--- config.mk ---
export PLATFORM = sky130hd
export DESIGN_NAME = serial_subtractor_flat
export DESIGN_NICKNAME = d
export VERILOG_FILES = /design/src/rtl/serial_subtractor_if.sv /design/src/rtl/serial_subtractor.sv /design/src/flat_wrapper.sv
export SDC_FILE = /design/constraint.sdc
export NUM_CORES = 1
export LEC_CHECK = 0
export BUFFER_PORTS_ARGS = -buffer_cell sky130_fd_sc_hd__buf_4
export CAP_MARGIN = 30
export CORE_ASPECT_RATIO = 1.1
export CORE_MARGIN = 4
export CORE_UTILIZATION = 30
export CTS_CLUSTER_DIAMETER = 60
export DETAILED_ROUTE_END_ITERATION = 6
export GPL_TIMING_DRIVEN = 1
export HOLD_SLACK_MARGIN = 0.02
export SLEW_MARGIN = 20
export SYNTH_ARGS = -nofsm -noshare
export SYNTH_HDL_FRONTEND = slang
export SYNTH_SLANG_ARGS = --single-unit
--- constraint.sdc ---
create_clock -name clk -period 1.7 [get_ports clk]
set_input_delay 0.425 -clock clk [delete_from_list [all_inputs] [get_ports clk]]
set_output_delay 0.425 -clock clk [all_outputs]
set_load 0.02 [all_outputs]
--- src/rtl/serial_subtractor_if.sv ---
// Bit-serial subtractor handshake bundle: start strobe and operands in,
// busy/done status and registered difference/borrow out.
interface serial_subtractor_if #(
  parameter int WIDTH = 8
);
  logic             start;
  logic [WIDTH-1:0] a;
  logic [WIDTH-1:0] b;
  logic             busy;
  logic             done;
  logic [WIDTH-1:0] diff;
  logic             borrow_out;

  modport master (
    output start, a, b,
    input  busy, done, diff, borrow_out
  );

  modport slave (
    input  start, a, b,
    output busy, done, diff, borrow_out
  );
endinterface

--- src/rtl/serial_subtractor.sv ---
// Bit-serial a - b, LSB first, one bit per clock with a registered borrow.
// Ports: clk, reset (async high), bus.start/a/b in, bus.busy/done/diff/borrow_out out.
module serial_subtractor #(
  parameter int WIDTH = 8
) (
  input  logic                clk,
  input  logic                reset,
  serial_subtractor_if.slave  bus
);

  localparam int CNT_W = (WIDTH > 1) ? $clog2(WIDTH) : 1;
  localparam logic [CNT_W-1:0] LAST = CNT_W'(WIDTH - 1);

  typedef enum logic [1:0] {
    S_IDLE  = 2'd0,
    S_SHIFT = 2'd1,
    S_DONE  = 2'd2
  } state_t;

  state_t           r_state;
  logic [WIDTH-1:0] r_a_sh;
  logic [WIDTH-1:0] r_b_sh;
  logic [WIDTH-1:0] r_d_sh;
  logic             r_borrow;
  logic [CNT_W-1:0] r_cnt;
  logic             r_busy;
  logic             r_done;
  logic [WIDTH-1:0] r_diff;
  logic             r_bout;

  logic w_x;
  logic w_y;
  logic w_d;
  logic w_bout;

  assign w_x    = r_a_sh[0];
  assign w_y    = r_b_sh[0];
  assign w_d    = w_x ^ w_y ^ r_borrow;
  assign w_bout = (~w_x & w_y) | (~(w_x ^ w_y) & r_borrow);

  assign bus.busy       = r_busy;
  assign bus.done       = r_done;
  assign bus.diff       = r_diff;
  assign bus.borrow_out = r_bout;

  always_ff @(posedge clk or posedge reset) begin
    if (reset) begin
      r_state  <= S_IDLE;
      r_a_sh   <= '0;
      r_b_sh   <= '0;
      r_d_sh   <= '0;
      r_borrow <= 1'b0;
      r_cnt    <= '0;
      r_busy   <= 1'b0;
      r_done   <= 1'b0;
      r_diff   <= '0;
      r_bout   <= 1'b0;
    end else begin
      unique case (r_state)
        S_IDLE, S_DONE: begin
          r_done <= 1'b0;
          if (bus.start) begin
            r_state  <= S_SHIFT;
            r_busy   <= 1'b1;
            r_a_sh   <= bus.a;
            r_b_sh   <= bus.b;
            r_borrow <= 1'b0;
            r_cnt    <= '0;
          end else begin
            r_state <= S_IDLE;
          end
        end
        S_SHIFT: begin
          r_a_sh   <= r_a_sh >> 1;
          r_b_sh   <= r_b_sh >> 1;
          r_d_sh   <= {w_d, r_d_sh[WIDTH-1:1]};
          r_borrow <= w_bout;
          r_cnt    <= r_cnt + 1'b1;
          if (r_cnt == LAST) begin
            // last bit: publish the full word in one step
            r_state <= S_DONE;
            r_busy  <= 1'b0;
            r_done  <= 1'b1;
            r_cnt   <= '0;
            r_diff  <= {w_d, r_d_sh[WIDTH-1:1]};
            r_bout  <= w_bout;
          end
        end
        default: begin
          r_state <= S_IDLE;
          r_busy  <= 1'b0;
          r_done  <= 1'b0;
        end
      endcase
    end
  end

endmodule

--- src/flat_wrapper.sv ---
// flat-port wrapper written by rule: the top's interface ports become plain ports
module serial_subtractor_flat 
#(
  parameter int WIDTH = 8
)
  (clk, reset, bus_start, bus_a, bus_b, bus_busy, bus_done, bus_diff, bus_borrow_out);
  serial_subtractor_if #(.WIDTH(WIDTH)) bus_i ();
  input  logic clk;
  input  logic reset;
  input wire logic [$bits(bus_i.start)-1:0] bus_start;
  input wire logic [$bits(bus_i.a)-1:0] bus_a;
  input wire logic [$bits(bus_i.b)-1:0] bus_b;
  output wire logic [$bits(bus_i.busy)-1:0] bus_busy;
  output wire logic [$bits(bus_i.done)-1:0] bus_done;
  output wire logic [$bits(bus_i.diff)-1:0] bus_diff;
  output wire logic [$bits(bus_i.borrow_out)-1:0] bus_borrow_out;
  assign bus_i.start = bus_start;
  assign bus_i.a = bus_a;
  assign bus_i.b = bus_b;
  assign bus_busy = bus_i.busy;
  assign bus_done = bus_i.done;
  assign bus_diff = bus_i.diff;
  assign bus_borrow_out = bus_i.borrow_out;
  serial_subtractor #(.WIDTH(WIDTH)) u_core (.clk(clk), .reset(reset), .bus(bus_i));
endmodule
# After elaboration in Yosys (flattened, before gate mapping)
# Cells that the tools add are included.
# Widths: inputs -> output; s select.
# totals
ff_bits	41
in_bits	19
output_inout_bits	11
# classes
n_addsub	1
eq_ne	5
n_mux	17
bitwise	7
n_reduce_logical	6
# ops
operator	count
$pmux 8 s2	2
$mux 8	2
$mux 1	6
$mux 3	2
$pmux 3 s2	1
$reduce_and 2->1	3
$pmux 1 s2	2
$pmux 2 s2	1
$add 3x1->3 const B	1
$eq 3x3->1 const B	1
$and 1x1->1	2
$eq 2x1->1 const B	1
$eq 2x2->1 const B	1
$logic_not 2->1	1
$mux 2	1
$ne 2x1->1 const B	1
$ne 2x2->1 const B	1
$not 1->1	2
$reduce_bool 2->1	1
$reduce_or 2->1	1
$xor 1x1->1	2
$or 1x1->1	1

# Depth between registers and ports, before layout
# depth
word_depth	5
mapped_depth	6
mapped_depth_nobuf	5

# Worst setup path before layout
# OpenSTA, ideal clock, no wires.
# synth_path
path_kind	reg2reg
from	register u_core.r_cnt[0]
to	register u_core.r_diff[0] (netlist: u_core.bus.diff[0])
arrival_ps	1324
t_required_ps	1575
slack_ps	251
path_stages_with_launch	6
n_path_buf	1
period_less_slack_ps	1449
cell_sequence	dfrtp_1 ha_1 ha_1 nand3b_4 buf_6 mux2_4
# synth_via
elab_chain_cells	2
# synth_rtl
item	line	rtl
start: declaration	serial_subtractor.sv:25	logic [CNT_W-1:0] r_cnt;
start signal: assignment	serial_subtractor.sv:78	r_cnt <= r_cnt + 1'b1;
$eq 3x3->1	serial_subtractor.sv:79	if (r_cnt == LAST) begin
$reduce_and 2->1 (no source line)	-	
end signal: assignment	serial_subtractor.sv:85	r_diff <= {w_d, r_d_sh[WIDTH-1:1]};
end: declaration	serial_subtractor.sv:28	logic [WIDTH-1:0] r_diff;
# No other way between the ends.
# A chain may end at the register's enable or synchronous reset.

# Worst setup path in the final report
# layout_path
from	register u_core.r_cnt[0]
to	register u_core.r_diff[7] (netlist: u_core.bus.diff[7])
# The elaborated chain is that of the path after synthesis.

==> results by group <==
Outcome
  • Status: finished clean

Floorplan
  • DIE AREA: roughly 7700 um^2
  • Starting density of the core: a little over 30%
  • IO Count: 30
  • Die Span Y: 91.6 um
  • Row cnt: 30
  • Die X-Extent: about 84 um
  • Total core area: 6160 um^2

Synthesis
  • Synthesized area per cell: approximately 13 um^2
  • Post-Syn Nets: around 170
  • Ys Warns: 0
  • #FFs+latches synth: 40
  • Sequential fraction of the synthesis area: between 50% and 60%
  • Syn Inst Count: between 150 and 200
  • Post-Syn Area: approximately 1900 um^2
  • Library cells used by synthesis: 28

Layout
  • Finished Cell Area: 2290 um^2
  • Most common cell after layout, fill and taps aside: dfrtp_1
  • Filler Cell Count: 623
  • Area Growth Syn to Fin: 20.0%
  • Layout cells sized above 1: 32.8%
  • Post-layout nets: around 200
  • Most frequent cells in the layout: dfrtp_1, buf_4, mux2i_1
  • Antenna cells: 0
  • Area occupied by multi-input gates: between 700 and 800 um^2
  • Register area: roughly 1000 um^2

CTS
  • Reg clk slew, reported paths: around 0.080 ns
  • Root Driver: clkbuf_8
  • Clock buffer depth: 2
  • Number of buffers created by CTS: 5
  • Worst-Skew Late Latency: 0.29 ns
  • Number of setup buffers added after CTS: 0
  • Post-cts hold buffer count: 0
  • # clock sinks: 40
  • CTS tree: yes
  • Cts repair resizes: 0
  • CTS H-Tree Depth: 2

Power
  • PwrDens: ~1800 nW/um^2
  • Lkg Pwr: between 1 and 1.5 nW
  • Clock share of power: between 10% and 20%
  • Cell-internal power: between 2 and 3 mW
  • Max VDD drop: 629 uV
  • Part of the power in registers: approximately 41%
  • Switching Fraction: roughly a third
  • Logic pwr share: about two fifths
  • Sw power: about 1.4 mW

Detailed routing
  • Via count: ~1200
  • Routed Antenna Nets: 0
  • DRT Wirelength: roughly 3600 um
  • Drc violations: 0
  • Detailed-route vias per instance: 4.68
  • Detail-routed net length per standard cell: 13.6 um
  • TritonRoute pass-1 iters: 4
  • 1st-iter DRT viols: 50

STA
  • Max Fclk: approximately 0.66 GHz
  • Normalized max-slew margin: around three quarters
  • Crit share post-route: around 89%
  • Max Slew Vio Count: 0
  • Clock Skews: just under 0.01 ns
  • Final Critical Period: between 1.5 and 2 ns
  • Setup violators final: 0
  • Hold Vio Cnt, Final: 0
  • TNS Setup: 0 ns
  • Worst-Margin Slew: roughly 0.35 ns
  • RSZ-0062 raised after global routing: false

Global routing
  • Gr ovfl total: 0
  • Vias in the first global route: 1291
  • Total track usage: 10.0%
  • First-pass GRT wire length: approximately 6000 um
  • Antenna violations before repair: 0
  • Largest net degree at the start of global routing: 33

Setup path
  • Worst r2r src: u_core.r_cnt[0]
  • WS Path Type: flip-flop to flip-flop
  • WP data required: 1.89 ns
  • Top cell by count, worst path: ha_1
  • Crit end category: flip-flop
  • Setup crit start kind: flip-flop
  • CP max stage cell: dfrtp_1
  • WP data arrival: between 1.5 and 2 ns
  • CP Max Fanout: 11
  • CP max stage delay: about 0.40 ns
  • Crit path launch: u_core.r_cnt[0]
  • Critical Path, Cell by Cell: ha_1, ha_1, nand3b_4, mux2_2

Placed design
  • Gp weighted congestion: approximately 0.67
  • Post-DP Area: roughly 2200 um^2
  • DP HPWL: roughly 2400 um
  • Port-buffer cells: 29

Min path
  • HP Class: primary input to asynchronous set/reset pin

Job
  • Max cap viols: 0
[state kept, by name (all words and copies together), names as in the netlist]
register	flops
u_core.bus.done	1
u_core.bus.borrow_out	1
u_core.r_d_sh	7
u_core.r_b_sh	8
u_core.r_state	2
u_core.bus.busy	1
u_core.r_a_sh	8
u_core.r_borrow	1
u_core.r_cnt	3
u_core.bus.diff	8
[path summary, 6_finish.rpt]
check	end	slack, ns	cells past startpoint
max	u_core.bus.diff[7]	0.19	4
min	u_core.bus.borrow_out	0.16	3
max reg2reg	u_core.bus.diff[7]	0.19	4
min reg2reg	u_core.bus.done	0.50	1
max in group asynchronous	u_core.r_a_sh[6]	1.24	3
min in group clk	u_core.r_a_sh[4]	0.39	3
[metrics by stage]
step | util, % | instances | power, mW | setup WS (ns) | hold WS (ns)
floorplan | - | 152 | 3.03 | 0.251 | 0.466
global placement | 35.4 | 255 | 3.45 | 0.208 | 0.478
detailed placement | 35.4 | 255 | 3.50 | 0.184 | 0.486
CTS | 37.2 | 263 | 4.30 | 0.177 | 0.159
global route | 37.2 | 263 | 4.56 | 0.138 | 0.189
finish | 37.2 | 263 | 4.23 | 0.186 | 0.165
[worst max-delay path: cells and delay by family, from the launching register on]
kind	cells	cell delay [ns]
adders and majority gates	2	0.45
DFF	1	0.40
and+or+nand+nor	1	0.21
muxes	1	0.35
[power groups by stage]
stage	registers, mW	clock network [mW]	logic, mW
2_1_floorplan	1.81	0	1.23
6_report	1.71	0.776	1.74
5_1_grt	1.78	0.854	1.93
4_1_cts	1.72	0.806	1.77
3_3_place_gp	1.72	0	1.72
3_5_place_dp	1.74	0	1.76
[Yosys cell counts (all sizes together)]
cell | count | area (um^2)
mux2 | 15 | 195
fa | 1 | 20.0
a21oi | 13 | 68.8
inv | 6 | 22.5
or3b | 1 | 8.76
nor2 | 4 | 15.0
clkbuf | 2 | 7.51
o211a | 1 | 10.0
ha | 2 | 25.0
nand3b | 1 | 20.0
o21a | 1 | 7.51
mux2i | 15 | 150
o21ai | 5 | 25.0
a221o | 2 | 20.0
dfrtp | 40 | 1000
buf | 9 | 77.6
a21o | 1 | 7.51
nand2 | 3 | 11.3
a22o | 3 | 26.3
and3 | 2 | 12.5
nand3 | 2 | 10.0
nor2b | 12 | 82.6
a211oi | 11 | 82.6
[layer usage]
layer  up-vias  routed length [um]  global-route usage, %  share of wire, %
li1        599                   -                      -                 -
met1       597                1720                   12.6                48
met2        28                1580                   15.8                44
met3         7                 209                   3.14               5.8
met4         0                  68                   4.42               1.9
met5         -                   0                      0                 0
[cell type report]
class,count,share of cell area [%]
clock buffer,5,3.01
sequential,40,43.7
inverter,6,0.984
timing repair buffer,34,11.2
multi-input combinational,95,34.9
clock inverter,3,1.86
tap,80,4.37
[kinds of logic (layout without fill, tap and decap cells)]
family | after synthesis | in the layout | synth area share [%]
AO/OA/AOI/OAI | 37 | 37 | 13.0
flip-flops | 40 | 40 | 52.5
adder cells (fa/ha/maj) | 3 | 3 | 2.36
buffers and inverters | 17 | 48 | 5.64
AND/OR/NAND/NOR | 25 | 25 | 8.40
multiplexers | 30 | 30 | 18.1
Note: power is estimated with default switching activity, not from simulation.
